<file path="src/rtl/set_key_ctrl.sv">
// Set-key controller: turns debounced set buttons into one-clk field increment
// pulses, with tap, hold/auto-repeat and chord lockout behaviour.
module set_key_ctrl #(
  parameter int N_FIELDS     = 3,
  parameter int HOLD_TICKS   = 8,
  parameter int REPEAT_TICKS = 2,
  parameter int TICK_CNT_W   = 8,
  localparam int IDX_W       = $clog2(N_FIELDS)
) (
  input  logic                clk,
  input  logic                reset,
  input  logic                enable,
  input  logic                tick,
  input  logic [N_FIELDS-1:0] set_in,
  output logic [N_FIELDS-1:0] inc_pulse,
  output logic [IDX_W-1:0]    active_field,
  output logic                chord
);

  typedef enum logic [1:0] {IDLE, ARMED, REPEAT, LOCKOUT} state_t;

  state_t                state;
  logic [TICK_CNT_W-1:0] hold_cnt;
  logic [TICK_CNT_W-1:0] rep_cnt;

  // Decode the button vector: none / exactly one (with its index) / several.
  logic             any_key, multi_key, one_key;
  logic [IDX_W-1:0] key_idx;

  always_comb begin
    any_key   = 1'b0;
    multi_key = 1'b0;
    key_idx   = '0;
    for (int i = 0; i < N_FIELDS; i++) begin
      if (set_in[i]) begin
        multi_key = multi_key | any_key;
        any_key   = 1'b1;
        key_idx   = IDX_W'(i);
      end
    end
    one_key = any_key & ~multi_key;
  end

  logic [N_FIELDS-1:0] cur_bit;
  logic                slide;
  logic                hold_done, rep_done;

  assign cur_bit   = N_FIELDS'(1) << active_field;
  assign slide     = one_key && (key_idx != active_field);
  assign hold_done = (hold_cnt == TICK_CNT_W'(HOLD_TICKS - 1));
  assign rep_done  = (rep_cnt == TICK_CNT_W'(REPEAT_TICKS - 1));

  always_ff @(posedge clk) begin
    if (reset || !enable) begin
      state        <= IDLE;
      inc_pulse    <= '0;
      active_field <= '0;
      chord        <= 1'b0;
      hold_cnt     <= '0;
      rep_cnt      <= '0;
    end else begin
      inc_pulse <= '0;
      case (state)
        IDLE: begin
          if (one_key) begin
            state        <= ARMED;
            active_field <= key_idx;
            hold_cnt     <= '0;
          end else if (multi_key) begin
            state <= LOCKOUT;
            chord <= 1'b1;
          end
        end
        ARMED: begin
          // Release beats a coincident tick so a tap never double-counts.
          if (!any_key) begin
            inc_pulse    <= cur_bit;
            state        <= IDLE;
            active_field <= '0;
            hold_cnt     <= '0;
          end else if (multi_key) begin
            state        <= LOCKOUT;
            chord        <= 1'b1;
            active_field <= '0;
            hold_cnt     <= '0;
          end else if (slide) begin
            inc_pulse    <= cur_bit;
            active_field <= key_idx;
            hold_cnt     <= '0;
          end else if (tick) begin
            if (hold_done) begin
              inc_pulse <= cur_bit;
              state     <= REPEAT;
              hold_cnt  <= '0;
              rep_cnt   <= '0;
            end else begin
              hold_cnt <= hold_cnt + 1'b1;
            end
          end
        end
        REPEAT: begin
          if (!any_key) begin
            state        <= IDLE;
            active_field <= '0;
            rep_cnt      <= '0;
          end else if (multi_key) begin
            state        <= LOCKOUT;
            chord        <= 1'b1;
            active_field <= '0;
            rep_cnt      <= '0;
          end else if (slide) begin
            state        <= ARMED;
            active_field <= key_idx;
            hold_cnt     <= '0;
            rep_cnt      <= '0;
          end else if (tick) begin
            if (rep_done) begin
              inc_pulse <= cur_bit;
              rep_cnt   <= '0;
            end else begin
              rep_cnt <= rep_cnt + 1'b1;
            end
          end
        end
        LOCKOUT: begin
          // Only a full release re-arms; dropping to one key is not enough.
          if (!any_key) begin
            state <= IDLE;
            chord <= 1'b0;
          end
        end
        default: begin
          state <= IDLE;
          chord <= 1'b0;
        end
      endcase
    end
  end

endmodule

</file>
<file path="config.mk">
export PLATFORM = sky130hd
export DESIGN_NAME = set_key_ctrl
export DESIGN_NICKNAME = d
export VERILOG_FILES = /design/src/rtl/set_key_ctrl.sv
export SDC_FILE = /design/constraint.sdc
export NUM_CORES = 1
export LEC_CHECK = 0
export CORE_ASPECT_RATIO = 1.1
export CORE_MARGIN = 5
export CORE_UTILIZATION = 35
export DETAILED_ROUTE_END_ITERATION = 8
export DONT_BUFFER_PORTS = 1
export GPL_ROUTABILITY_DRIVEN = 1
export PLACE_DENSITY = 0.51
export REMOVE_ABC_BUFFERS = 1
export SETUP_SLACK_MARGIN = 0.5
export SLEW_MARGIN = 5
export SYNTH_ARGS = -nofsm -noshare
export SYNTH_HDL_FRONTEND = slang
export SYNTH_SLANG_ARGS = --single-unit
</file>
<file path="constraint.sdc">
create_clock -name clk -period 5.4 [get_ports clk]
set_input_delay 0.54 -clock clk [delete_from_list [all_inputs] [get_ports clk]]
set_output_delay 0.54 -clock clk [all_outputs]
set_load 0.05 [all_outputs]
</file>
==> results <==
- The average instance in the mapped netlist occupies 8.099 µm².
- The minimum clock period is 2680 ps.
- The proportion of synthesized flip-flops having asynchronous set or reset is 0%.
- The routed via count divided by cell count is 5.676.
- The maximum achievable frequency is 373.2 MHz.
- The first detailed-routing pass ran for 4 iterations.
- The flow ran to the end, and the final reports show no timing, DRC or antenna violations.
- The fraction of layout instances using a drive strength above 1 is 8.122%.
- The final clock period utilization by the worst path is 49.63%.
- The peak fanout along the critical path is 11.
- At the later pin of the worst-skew pair, clock insertion delay measures 280 ps.
- The max-slew violation count came to 0.
- The clock root buffer is sky130_fd_sc_hd__clkbuf_8.
- The global routing usage summed across all routing layers is 12.85%.
- TritonCTS built the clock tree.
- After detailed routing, the total wire length is 3782 µm.
- In the layout the commonest cells are 25 x sky130_fd_sc_hd__nand2_1, 24 x sky130_fd_sc_hd__dfxtp_1, 13 x sky130_fd_sc_hd__a21oi_1.
- The total of max-cap violations is 0.
- The sum of negative setup slack is 0 ps.
- Detailed placement finished with a half-perimeter wire length of 2743 µm.
- The detailed router finished its first iteration with 84 violations.
- The detail route stage leaves a number of antenna-violating nets equal to 0.
- Dividing total power by cell area gives a power density of 249.1 nW/µm².
- In this run, synthesis inferred 0 flip-flops with an integrated enable.
- After synthesis the cells add up to 1644 µm².
- The wire length of the first global-routing pass is 6237 µm.
- The final count of hold timing violations is 0.
- The worst setup path is launched from a flop.
- Input and output buffers added on the ports amount to 0.
- The die is 75.35 µm wide.
- The initial antenna violation count was 0.
- Counting the buffers created by CTS gives 3.
- Once the clock tree was built, the resizer swapped 0 gates to a different size.
- Routability-driven placement finished with a final weighted congestion of 0.8994.
- The number of global-route vias before repair was 1392.
- Synthesis inferred 24 register bits.
- Among all flip-flop cells after synthesis, the most frequent one is sky130_fd_sc_hd__dfxtp_1.
- After filler insertion, the fill cell instance count of the layout stands at 476.
- The full die area is 6169 µm².
- Post-CTS timing repair inserted 0 buffers for setup.
- The die height is 81.88 µm.
- The tightest hold path in the finished design has a slack of 434.1 ps.
- The number of placed I/O pins is 13.
- The detailed router placed 1436 vias in this run.
- In this run the worst hold path is classified as input port to flop.
- The number of hold-repair buffers added at the cts stage is 0.
- The floorplan has 26 rows.
- Once the floorplan was initialized, standard cells occupied 35.84% of the core.
- Leaving out fill and tap cells, the most frequent cell in the layout is sky130_fd_sc_hd__nand2_1.
- The number of antenna diodes is 0.
- The clock arrives with 6.467 ps of skew.
- The synthesized instance count is 203.
- The required time reported for the critical path endpoint is 5580 ps.
- The final layout contains 214 nets.
- The maximum number of buffers from clock root to sink is 2.
- At the pin with the least slew margin, the transition time is 820.3 ps.
- The endpoint class of the critical path is a flop.
- VDD sags by at most 0.1258 mV.
- Summed over all layers, the global routing overflow is 0.
- Summed over all cells, the static leakage comes to 0.0005727 µW.
- The distinct cell type count after synthesis is 53.
- The critical path in this run is classified as flop to flop.
- The worst slew margin relative to its limit is 45.31%.
- Compared with the post-synthesis result, the final layout area differs by 4.414%.
- The count of H-tree levels built during CTS is 1.
- The arrival time reported for the critical path endpoint is 2860 ps.
- Setup repair after global routing left no endpoint under its margin.
- The part of the Yosys area used for sequential elements is 29.22%.
- The number of synthesis warnings is 0.
- The core area is 4587 µm².
- The number of sinks driven by the clock tree is 24.
- The number of remaining DRC errors is 0.
- The count of endpoints failing setup in the final report is 0.
- In the final routed layout, each cell accounts on average for 14.95 µm.
- Entering global routing, the biggest net connects 21 pins.
- Clock-pin slew was measured on the worst setup and hold paths at 100 ps.
==> flip-flops by register name (all words and copies together), names as in the netlist <==
register / flops
hold_cnt: 8
rep_cnt: 8
inc_pulse: 3
active_field: 2
state: 2
chord: 1
==> path summary, 6_finish.rpt <==
check                     to  cells past startpoint  slack, ps            start
max               rep_cnt[4]                      6       2720  active_field[0]
min          active_field[0]                      2        430        set_in[1]
max reg2reg       rep_cnt[4]                      6       2720  active_field[0]
min reg2reg      hold_cnt[1]                      2        490      hold_cnt[1]
==> per-layer routing <==
metal / global-route usage, % / share of wire [%]
met1: 15.85 / 46
met2: 22.11 / 49
met3: 1.958 / 2.9
met4: 4.895 / 1.1
met5: 0 / 0
==> kinds of logic after synthesis <==
| kind of cell | count (synthesis) | synth area share, % |
|---|---|---|
| muxes | 1 | 0.6089 |
| buffers and inverters | 18 | 6.241 |
| xor gates and xnor gates | 3 | 1.598 |
| and+or+nand+nor | 88 | 29.60 |
| adders and majority gates | 10 | 7.458 |
| AOI/OAI and AO/OA | 59 | 25.27 |
| DFF | 24 | 29.22 |
==> report_power, final <==
part	leakage [µW]	total, µW	switching (µW)	internal, µW
Sequential	0.000194	187	8.01	179
Clock	0.0000357	166	66.7	99.3
Combinational	0.000343	74.0	44.2	29.8
Total	0.000573	428	119	309
==> synth_stat cells (3+ instances only) <==
library cell               count  area, µm²
sky130_fd_sc_hd__and3_1        3      18.77
sky130_fd_sc_hd__buf_6         4      45.04
sky130_fd_sc_hd__nand2_1      25      93.84
sky130_fd_sc_hd__nor3_1        3      15.01
sky130_fd_sc_hd__or3_1         9      56.30
sky130_fd_sc_hd__dfxtp_1      24      480.5
sky130_fd_sc_hd__o21ai_1       3      15.01
sky130_fd_sc_hd__nand2b_1      4      25.02
sky130_fd_sc_hd__nor2b_1       3      18.77
sky130_fd_sc_hd__or2_2         3      18.77
sky130_fd_sc_hd__o22ai_1      10      62.56
sky130_fd_sc_hd__nor2_1       11      41.29
sky130_fd_sc_hd__o21ai_0       4      20.02
sky130_fd_sc_hd__o31ai_1       3      22.52
sky130_fd_sc_hd__inv_1         7      26.28
sky130_fd_sc_hd__nand3_1      11      55.05
sky130_fd_sc_hd__o21a_1        3      22.52
sky130_fd_sc_hd__clkbuf_1      5      18.77
sky130_fd_sc_hd__a21oi_1      13      65.06
sky130_fd_sc_hd__ha_1          9      112.6
sky130_fd_sc_hd__a21boi_1      5      37.54
==> area by class of cell <==
cell class / instances / area, µm² / share of cell area, %
Clock buffer: 3 / 41.29 / 2.405
Clock inverter: 1 / 30.03 / 1.749
Inverter: 7 / 26.28 / 1.531
Multi-Input combinational cell: 161 / 1061 / 61.81
Sequential cell: 24 / 480.5 / 27.99
Tap cell: 56 / 70.07 / 4.082
Timing Repair Buffer: 1 / 7.507 / 0.4373
==> worst max-delay path, cell delays in order (launching register included) <==
cell and delay [ps]:
sky130_fd_sc_hd__dfxtp_1 870, sky130_fd_sc_hd__nor3b_1 120, sky130_fd_sc_hd__o21ai_1 260, sky130_fd_sc_hd__nand2_1 160
sky130_fd_sc_hd__a221oi_2 670, sky130_fd_sc_hd__o21ai_0 190, sky130_fd_sc_hd__a32o_1 300
==> per-stage QoR <==
step	instance area, µm²	worst slack (ps)	power, µW	instances	util, %
2_1_floorplan	1568	3030	249.0	192	-
3_3_place_gp	1645	2805	263.6	249	35.87
3_5_place_dp	1645	2765	265.4	249	35.87
4_1_cts	1717	2741	432.2	253	37.43
5_1_grt	1717	2518	445.3	253	37.43
6_report	1717	2720	427.6	253	37.43
No activity file was read; power rests on OpenSTA's default activity.
